`src/rtl/fp_mul_pkg.sv`:
```
// Shared types for the sequential floating-point multiplier.
// FP_MUL_RNE_EN adds the ROUND state used by round-to-nearest-even.
package fp_mul_pkg;

  typedef enum logic [1:0] {
    EXC_OK  = 2'b00,
    EXC_OVF = 2'b01,
    EXC_UNF = 2'b10,
    EXC_INV = 2'b11
  } exc_t;

`ifdef FP_MUL_RNE_EN
  typedef enum logic [2:0] {IDLE, CLASS, MUL, NORM, ROUND, DONE} fsm_t;
`else
  typedef enum logic [2:0] {IDLE, CLASS, MUL, NORM, DONE} fsm_t;
`endif

  typedef enum logic [2:0] {PP_ZERO, PP_POS1, PP_POS2, PP_NEG1, PP_NEG2} pp_sel_t;

  // Radix-4 Booth recode of {y[2i+1], y[2i], y[2i-1]}.
  function automatic pp_sel_t booth_sel(input logic [2:0] bits);
    pp_sel_t sel;
    case (bits)
      3'b001, 3'b010: sel = PP_POS1;
      3'b011:         sel = PP_POS2;
      3'b100:         sel = PP_NEG2;
      3'b101, 3'b110: sel = PP_NEG1;
      default:        sel = PP_ZERO;
    endcase
    return sel;
  endfunction

endpackage

```
`src/rtl/fp_mul_seq_booth_step.sv`:
```
// One radix-4 Booth step: add the recoded partial product to the
// accumulator, then arithmetic-shift {acc, mult} right by two.
module fp_booth_step
  import fp_mul_pkg::*;
#(
  parameter  int MAN_W = 10,
  localparam int NSTEP = (MAN_W + 3) / 2,
  localparam int AW    = MAN_W + 4,
  localparam int MB_W  = 2 * NSTEP + 1
) (
  input  logic [AW-1:0]   acc,
  input  logic [MB_W-1:0] mult,
  input  logic [AW-1:0]   pp_pos1,
  input  logic [AW-1:0]   pp_pos2,
  input  logic [AW-1:0]   pp_neg1,
  input  logic [AW-1:0]   pp_neg2,
  output logic [AW-1:0]   acc_nxt,
  output logic [MB_W-1:0] mult_nxt
);

  logic [AW-1:0]                pp;
  logic [AW-1:0]                sum;
  logic signed [AW+MB_W-1:0]    pair_sh;

  always_comb begin
    pp = '0;
    case (booth_sel(mult[2:0]))
      PP_POS1: pp = pp_pos1;
      PP_POS2: pp = pp_pos2;
      PP_NEG1: pp = pp_neg1;
      PP_NEG2: pp = pp_neg2;
      default: pp = '0;
    endcase
  end

  assign sum     = acc + pp;
  assign pair_sh = $signed({sum, mult}) >>> 2;
  assign {acc_nxt, mult_nxt} = pair_sh;

endmodule

```
`src/rtl/fp_mul_seq.sv`:
```
// Multi-cycle floating-point multiplier with iterative radix-4 Booth core.
// Default rounding is truncation; define FP_MUL_RNE_EN for round-to-nearest-even.
module fp_mul_seq
  import fp_mul_pkg::*;
#(
  parameter  int EXP_W = 5,
  parameter  int MAN_W = 10,
  localparam int FP_W  = 1 + EXP_W + MAN_W
) (
  input  logic            clk,
  input  logic            rst_n,
  input  logic            in_valid,
  output logic            in_ready,
  input  logic [FP_W-1:0] a,
  input  logic [FP_W-1:0] b,
  output logic            out_valid,
  input  logic            out_ready,
  output logic [FP_W-1:0] product,
  output logic [1:0]      exceptions
);

  localparam int NSTEP = (MAN_W + 3) / 2;
  localparam int CNT_W = $clog2(NSTEP + 1);
  localparam int AW    = MAN_W + 4;
  localparam int MB_W  = 2 * NSTEP + 1;
  localparam int PW    = 2 * (MAN_W + 1);
  localparam int EW2   = EXP_W + 2;

  localparam logic [CNT_W-1:0]      LAST_STEP = CNT_W'(NSTEP - 1);
  localparam logic signed [EW2-1:0] BIAS_E    = EW2'((1 << (EXP_W - 1)) - 1);
  localparam logic signed [EW2-1:0] MAX_E     = EW2'((1 << EXP_W) - 2);
  localparam logic signed [EW2-1:0] ONE_E     = EW2'(1);

  fsm_t state, state_nxt;

  logic [FP_W-1:0] a_q, b_q;
  logic [AW-1:0]   acc, acc_nxt, pp_pos1, pp_pos2, pp_neg1, pp_neg2;
  logic [MB_W-1:0] mult, mult_nxt;
  logic [CNT_W-1:0] cnt;
  logic [FP_W-1:0] product_q;
  exc_t            exc_q;

  logic             sign_a, sign_b;
  logic [EXP_W-1:0] exp_a, exp_b;
  logic [MAN_W-1:0] man_a, man_b;
  logic             cls_inv, cls_zero, special;
  logic [AW-1:0]    mcand;
  logic [MB_W-1:0]  mult_init;

  assign sign_a = a_q[FP_W-1];
  assign sign_b = b_q[FP_W-1];
  assign exp_a  = a_q[FP_W-2 -: EXP_W];
  assign exp_b  = b_q[FP_W-2 -: EXP_W];
  assign man_a  = a_q[MAN_W-1:0];
  assign man_b  = b_q[MAN_W-1:0];

  // All-ones exponent (inf or NaN) and denormals are both rejected as invalid.
  assign cls_inv  = (&exp_a) || (&exp_b) ||
                    ((exp_a == '0) && (man_a != '0)) ||
                    ((exp_b == '0) && (man_b != '0));
  assign cls_zero = ((exp_a == '0) && (man_a == '0)) ||
                    ((exp_b == '0) && (man_b == '0));
  assign special  = cls_inv || cls_zero;

  assign mcand     = {{(AW-MAN_W-1){1'b0}}, 1'b1, man_a};
  assign mult_init = {{(MB_W-MAN_W-2){1'b0}}, 1'b1, man_b, 1'b0};

  fp_booth_step #(.MAN_W(MAN_W)) u_booth_step (
    .acc      (acc),
    .mult     (mult),
    .pp_pos1  (pp_pos1),
    .pp_pos2  (pp_pos2),
    .pp_neg1  (pp_neg1),
    .pp_neg2  (pp_neg2),
    .acc_nxt  (acc_nxt),
    .mult_nxt (mult_nxt)
  );

  // The low product bits sit in mult above its Booth guard bit, the rest in acc.
  logic [PW-1:0]          prod;
  logic                   norm_hi;
  logic [MAN_W-1:0]       man_n;
  logic signed [EW2-1:0]  e_n;
  logic                   sign_n;

  assign prod    = {acc[PW-2*NSTEP-1:0], mult[MB_W-1:1]};
  assign norm_hi = prod[PW-1];
  assign man_n   = norm_hi ? prod[PW-2 -: MAN_W] : prod[PW-3 -: MAN_W];
  assign sign_n  = sign_a ^ sign_b;
  assign e_n     = $signed({2'b00, exp_a}) + $signed({2'b00, exp_b}) - BIAS_E +
                   $signed({{(EW2-1){1'b0}}, norm_hi});

  logic                  pk_sign;
  logic signed [EW2-1:0] pk_e;
  logic [MAN_W-1:0]      pk_man;
  logic [FP_W-1:0]       pk_product;
  exc_t                  pk_exc;

`ifdef FP_MUL_RNE_EN
  logic                  sign_q, guard_q, sticky_q;
  logic signed [EW2-1:0] e_q;
  logic [MAN_W-1:0]      man_q;
  logic                  guard_n, sticky_n, round_up;
  logic [MAN_W:0]        man_inc;

  assign guard_n  = norm_hi ? prod[PW-2-MAN_W] : prod[PW-3-MAN_W];
  assign sticky_n = norm_hi ? (|prod[PW-3-MAN_W:0]) : (|prod[PW-4-MAN_W:0]);
  assign round_up = guard_q & (sticky_q | man_q[0]);
  assign man_inc  = {1'b0, man_q} + {{MAN_W{1'b0}}, round_up};

  // A mantissa carry-out wraps man to zero and bumps the exponent.
  assign pk_sign = sign_q;
  assign pk_e    = e_q + $signed({{(EW2-1){1'b0}}, man_inc[MAN_W]});
  assign pk_man  = man_inc[MAN_W-1:0];
`else
  logic unused_low;

  assign unused_low = ^prod[PW-3-MAN_W:0];
  assign pk_sign    = sign_n;
  assign pk_e       = e_n;
  assign pk_man     = man_n;
`endif

  always_comb begin
    pk_product = '0;
    pk_exc     = EXC_OK;
    if (pk_e < ONE_E) begin
      pk_exc = EXC_UNF;
    end else if (pk_e > MAX_E) begin
      pk_exc = EXC_OVF;
    end else begin
      pk_product = {pk_sign, pk_e[EXP_W-1:0], pk_man};
    end
  end

  always_ff @(posedge clk or negedge rst_n) begin
    if (!rst_n) state <= IDLE;
    else        state <= state_nxt;
  end

  always_comb begin
    state_nxt = state;
    in_ready  = 1'b0;
    out_valid = 1'b0;
    case (state)
      IDLE: begin
        in_ready = 1'b1;
        if (in_valid) state_nxt = CLASS;
      end
      CLASS: state_nxt = special ? DONE : MUL;
      MUL:   if (cnt == LAST_STEP) state_nxt = NORM;
`ifdef FP_MUL_RNE_EN
      NORM:  state_nxt = ROUND;
      ROUND: state_nxt = DONE;
`else
      NORM:  state_nxt = DONE;
`endif
      DONE: begin
        out_valid = 1'b1;
        if (out_ready) state_nxt = IDLE;
      end
      default: state_nxt = IDLE;
    endcase
  end

  always_ff @(posedge clk or negedge rst_n) begin
    if (!rst_n) begin
      a_q       <= '0;
      b_q       <= '0;
      acc       <= '0;
      mult      <= '0;
      pp_pos1   <= '0;
      pp_pos2   <= '0;
      pp_neg1   <= '0;
      pp_neg2   <= '0;
      cnt       <= '0;
      product_q <= '0;
      exc_q     <= EXC_OK;
`ifdef FP_MUL_RNE_EN
      sign_q    <= 1'b0;
      e_q       <= '0;
      man_q     <= '0;
      guard_q   <= 1'b0;
      sticky_q  <= 1'b0;
`endif
    end else begin
      case (state)
        IDLE: begin
          if (in_valid) begin
            a_q <= a;
            b_q <= b;
          end
        end
        CLASS: begin
          if (special) begin
            product_q <= '0;
            if (cls_inv) exc_q <= EXC_INV;
            else         exc_q <= EXC_OK;
          end else begin
            acc     <= '0;
            mult    <= mult_init;
            pp_pos1 <= mcand;
            pp_pos2 <= mcand << 1;
            pp_neg1 <= -mcand;
            pp_neg2 <= -(mcand << 1);
            cnt     <= '0;
          end
        end
        MUL: begin
          acc  <= acc_nxt;
          mult <= mult_nxt;
          cnt  <= cnt + CNT_W'(1);
        end
        NORM: begin
`ifdef FP_MUL_RNE_EN
          sign_q   <= sign_n;
          e_q      <= e_n;
          man_q    <= man_n;
          guard_q  <= guard_n;
          sticky_q <= sticky_n;
`else
          product_q <= pk_product;
          exc_q     <= pk_exc;
`endif
        end
`ifdef FP_MUL_RNE_EN
        ROUND: begin
          product_q <= pk_product;
          exc_q     <= pk_exc;
        end
`endif
        default: ;
      endcase
    end
  end

  assign product    = product_q;
  assign exceptions = exc_q;

endmodule

```
`config.mk`:
```
export PLATFORM = sky130hd
export DESIGN_NAME = fp_mul_seq
export DESIGN_NICKNAME = d
export VERILOG_FILES = /design/src/rtl/fp_mul_pkg.sv /design/src/rtl/fp_mul_seq_booth_step.sv /design/src/rtl/fp_mul_seq.sv
export SDC_FILE = /design/constraint.sdc
export NUM_CORES = 1
export LEC_CHECK = 0
export CORE_ASPECT_RATIO = 1.5
export CORE_MARGIN = 2
export CORE_UTILIZATION = 49
export CTS_BUF_LIST = sky130_fd_sc_hd__clkbuf_4
export DETAILED_ROUTE_END_ITERATION = 8
export PLACE_DENSITY = 0.7
export SYNTH_ARGS = -nofsm -noshare
export SYNTH_HDL_FRONTEND = slang
export SYNTH_HIERARCHICAL = 1
export SYNTH_SLANG_ARGS = --single-unit
```
`constraint.sdc`:
```
create_clock -name clk -period 4.8 [get_ports clk]
set_clock_uncertainty 0.05 [all_clocks]
set_input_delay 1.44 -clock clk [delete_from_list [all_inputs] [get_ports clk]]
set_output_delay 1.44 -clock clk [all_outputs]
set_load 0.05 [all_outputs]
```
==> summary.md <==
| Metric | Value |
|---|---|
| Routed via count | 5080 |
| RSZ-0062 raised after global routing | no |
| Die height | 143.0 um |
| Area Overhead vs Synth | 11.47% |
| Reg2reg path depth | 11 |
| Final period util | 77.46% |
| Data required, critical path | 3.31 ns |
| Minimum clock period | 3.718 ns |
| Largest net degree at the start of global routing | 62 |
| Worst Tran Pin Value | 1.158 ns |
| Post-synth EDFFs | 0 |
| Clk buf depth | 2 |
| Ys async rst share | 100.0% |
| Die area | 13830 um2 |
| Drt initial violations | 308 |
| Remaining Overflow, GRT | 0 |
| Core area | 12510 um2 |
| Cell Rows | 50 |
| R2r startpoint | mult[2]$_DFFE_PN0P_ |
| Most frequent cells in the layout | nand2_1 (127), dfrtp_1 (104), clkdlybuf4s50_1 (54) |
| R2r endpoint | acc[9]$_DFFE_PN0P_ |
| Clock transition at path regs | 0.16 ns |
| Yosys reg bits | 104 |
| CTS tree | built |
| Vias in the first global route | 4985 |
| Routed len/inst | 15.91 um |
| Kind of critical path | reg -> out |
| Vias per cell | 5.766 |
| Synth warnings | 6 |
| Max-cap violation count | 0 |
| HPWL after DPL | 10410 um |
| CTS H-tree depth | 3 |
| GP Congestion | 0.8571 |
| Endpoints failing hold | 0 |
| Syn_area_per_cell | 9.244 um2 |
| Synth cell types | 68 |
| Setup TNS | 0 ns |
| Main combinational cell family by area after synthesis | compound AO/OA/AOI/OAI gates |
| Setup crit end | in_ready |
| Storage cell area | 2603 um2 |
| Area of the multi-input gates | 3400 um2 |
| Xor and xnor area share after synthesis | 3.052% |
| CP Launch Point | state[1]$_DFFE_PN0P_ |
| IO buf count | 55 |
| Setup Buffers After CTS | 0 |
| R2R setup slack | 1.42 ns |
| Adder-cell area share of the yosys netlist | 5.787% |
| Post-Synth Simple-Gate Area | 16.53% |
| Io pins | 56 |
| Cell count after synthesis | 683 |
| Status | complete, no violations |
| Residual DRC | 0 |
| # nets final | 783 |
| Critical Path End Type | primary output |
| Chip width | 96.68 um |
| Filler cells | 1128 |
| Global-route wire length before repair | 23340 um |
| Total track usage | 20.50% |
| Most common cell after layout, fill and taps aside | nand2_1 |
| Mux contribution to synthesized area | 10.21% |
| Synthesized area | 6314 um2 |
| Post-cts repair resize count | 0 |
| Relative max-transition margin | 22.34% |
| Count of pins over their slew limit | 0 |
| Initial antenna violation count | 1 |
| Drt total wl | 14020 um |
| Complex-gate fraction of the synthesized area | 17.52% |
| Initial Util | 50.46% |
| Worst-Skew Late Latency | 0.45 ns |
| Hold/Removal Path Class | reg -> reg |
| Clk root buf | clkbuf_4 |
| Layout cells sized above 1 | 11.88% |
| Clock sink total | 104 |
| Detailed Routing Iterations Pass 1 | 5 |
| Sequential share of the synthesized area | 41.22% |
| Critical path fanouts, max | 11 |
| Crit start category | flip-flop |
| ANT nets after route | 0 |
| Crit path arrival time | 2.23 ns |
| Hold Buf Count CTS | 0 |
| Final setup viols | 0 |
| Max Clock Freq | 268.9 MHz |
| Total CTS buffers | 9 |
| Top FF cell, synth | dfrtp_1 |
-- through the flow --
step | util (%) | std cells | hold slack, ns | instance area (um2) | worst slack [ns]
6_report | 56.25 | 881 | 0.4459 | 7038 | 1.082
5_1_grt | 56.25 | 881 | 0.4850 | 7038 | 0.9632
4_1_cts | 56.20 | 880 | 0.4527 | 7032 | 1.074
3_5_place_dp | 55.08 | 864 | 0.4162 | 6892 | 1.393
3_3_place_gp | 55.08 | 864 | 0.4164 | 6892 | 1.511
2_1_floorplan | - | 692 | 0.4166 | 6347 | 1.568
-- cell type report --
| type | count | share of cell area [%] |
|---|---|---|
| clock inverter | 6 | 0.9244 |
| inverter | 22 | 1.173 |
| timing repair buffer | 64 | 8.747 |
| sequential | 104 | 36.98 |
| antenna | 1 | 0.03556 |
| multi-input combinational | 518 | 48.30 |
| clock buffer | 10 | 1.067 |
| tap | 156 | 2.773 |
-- sequential cells by signal, indices dropped and copies added, names as in the netlist --
name and flops:
product 16, acc 14, exceptions 2, pp_neg1 12
pp_pos2 9, cnt 3, mult 13, a_q 16
state 3, b_q 16
-- cells in the mapped netlist, types with 4 or more instances --
library cell,number,area (um2)
a21oi_1,43,215.2
a221oi_1,6,52.55
a22o_1,6,52.55
a22oi_1,7,52.55
a31oi_1,15,93.84
and3_1,4,25.02
buf_2,8,40.04
buf_4,18,135.1
clkbuf_1,19,71.32
dfrtp_1,104,2603
ha_1,26,325.3
inv_1,22,82.58
mux2_2,35,394.1
mux2i_1,25,250.2
nand2_1,127,476.7
nand3_1,12,60.06
nor2_1,48,180.2
nor2b_1,8,50.05
nor3_1,5,25.02
nor4_1,7,43.79
o21ai_0,38,190.2
o21ai_1,8,40.04
o21ai_2,10,87.58
xnor2_1,12,105.1
xor2_1,10,87.58
-- critical path, stage by stage (launching register included) --
cell	delay (ns)
dfrtp_1	0.53
nor3_1	0.38
clkdlybuf4s50_1	0.88
-- worst min path at each step --
stage	startpoint	to	slack, ns	depth (start not counted)
finish	product[7]$_DFFE_PN0P_	product[7]$_DFFE_PN0P_	0.45	2
global route	product[3]$_DFFE_PN0P_	product[3]$_DFFE_PN0P_	0.49	2
CTS	product[7]$_DFFE_PN0P_	product[7]$_DFFE_PN0P_	0.45	2
detailed placement	product[7]$_DFFE_PN0P_	product[7]$_DFFE_PN0P_	0.42	2
global placement	product[15]$_DFFE_PN0P_	product[15]$_DFFE_PN0P_	0.42	2
floorplan	pp_neg1[10]$_DFFE_PN0P_	pp_neg1[10]$_DFFE_PN0P_	0.42	2
-- cells by family (layout without fill, tap and decap cells) --
group / count (synthesis) / after routing
and+or+nand+nor: 234 / 234
other: 1 / 11
DFF: 104 / 104
adders and majority gates: 28 / 28
AOI/OAI and AO/OA: 164 / 164
buffers and inverters: 70 / 102
xor gates and xnor gates: 22 / 22
muxes: 60 / 60
-- metal layers --
metal | wire length (um) | up-vias | share of wire (%) | track usage, %
met5 | 0 | - | 0 | 0
met4 | 369 | 0 | 2.6 | 7.784
met3 | 568 | 28 | 4.1 | 2.937
met2 | 7416 | 147 | 53 | 37.65
met1 | 5663 | 2446 | 40 | 24.21
li1 | - | 2459 | - | -
Power is not shown: default switching activity piles up to over one toggle a cycle in this logic, so the estimate is an artifact.
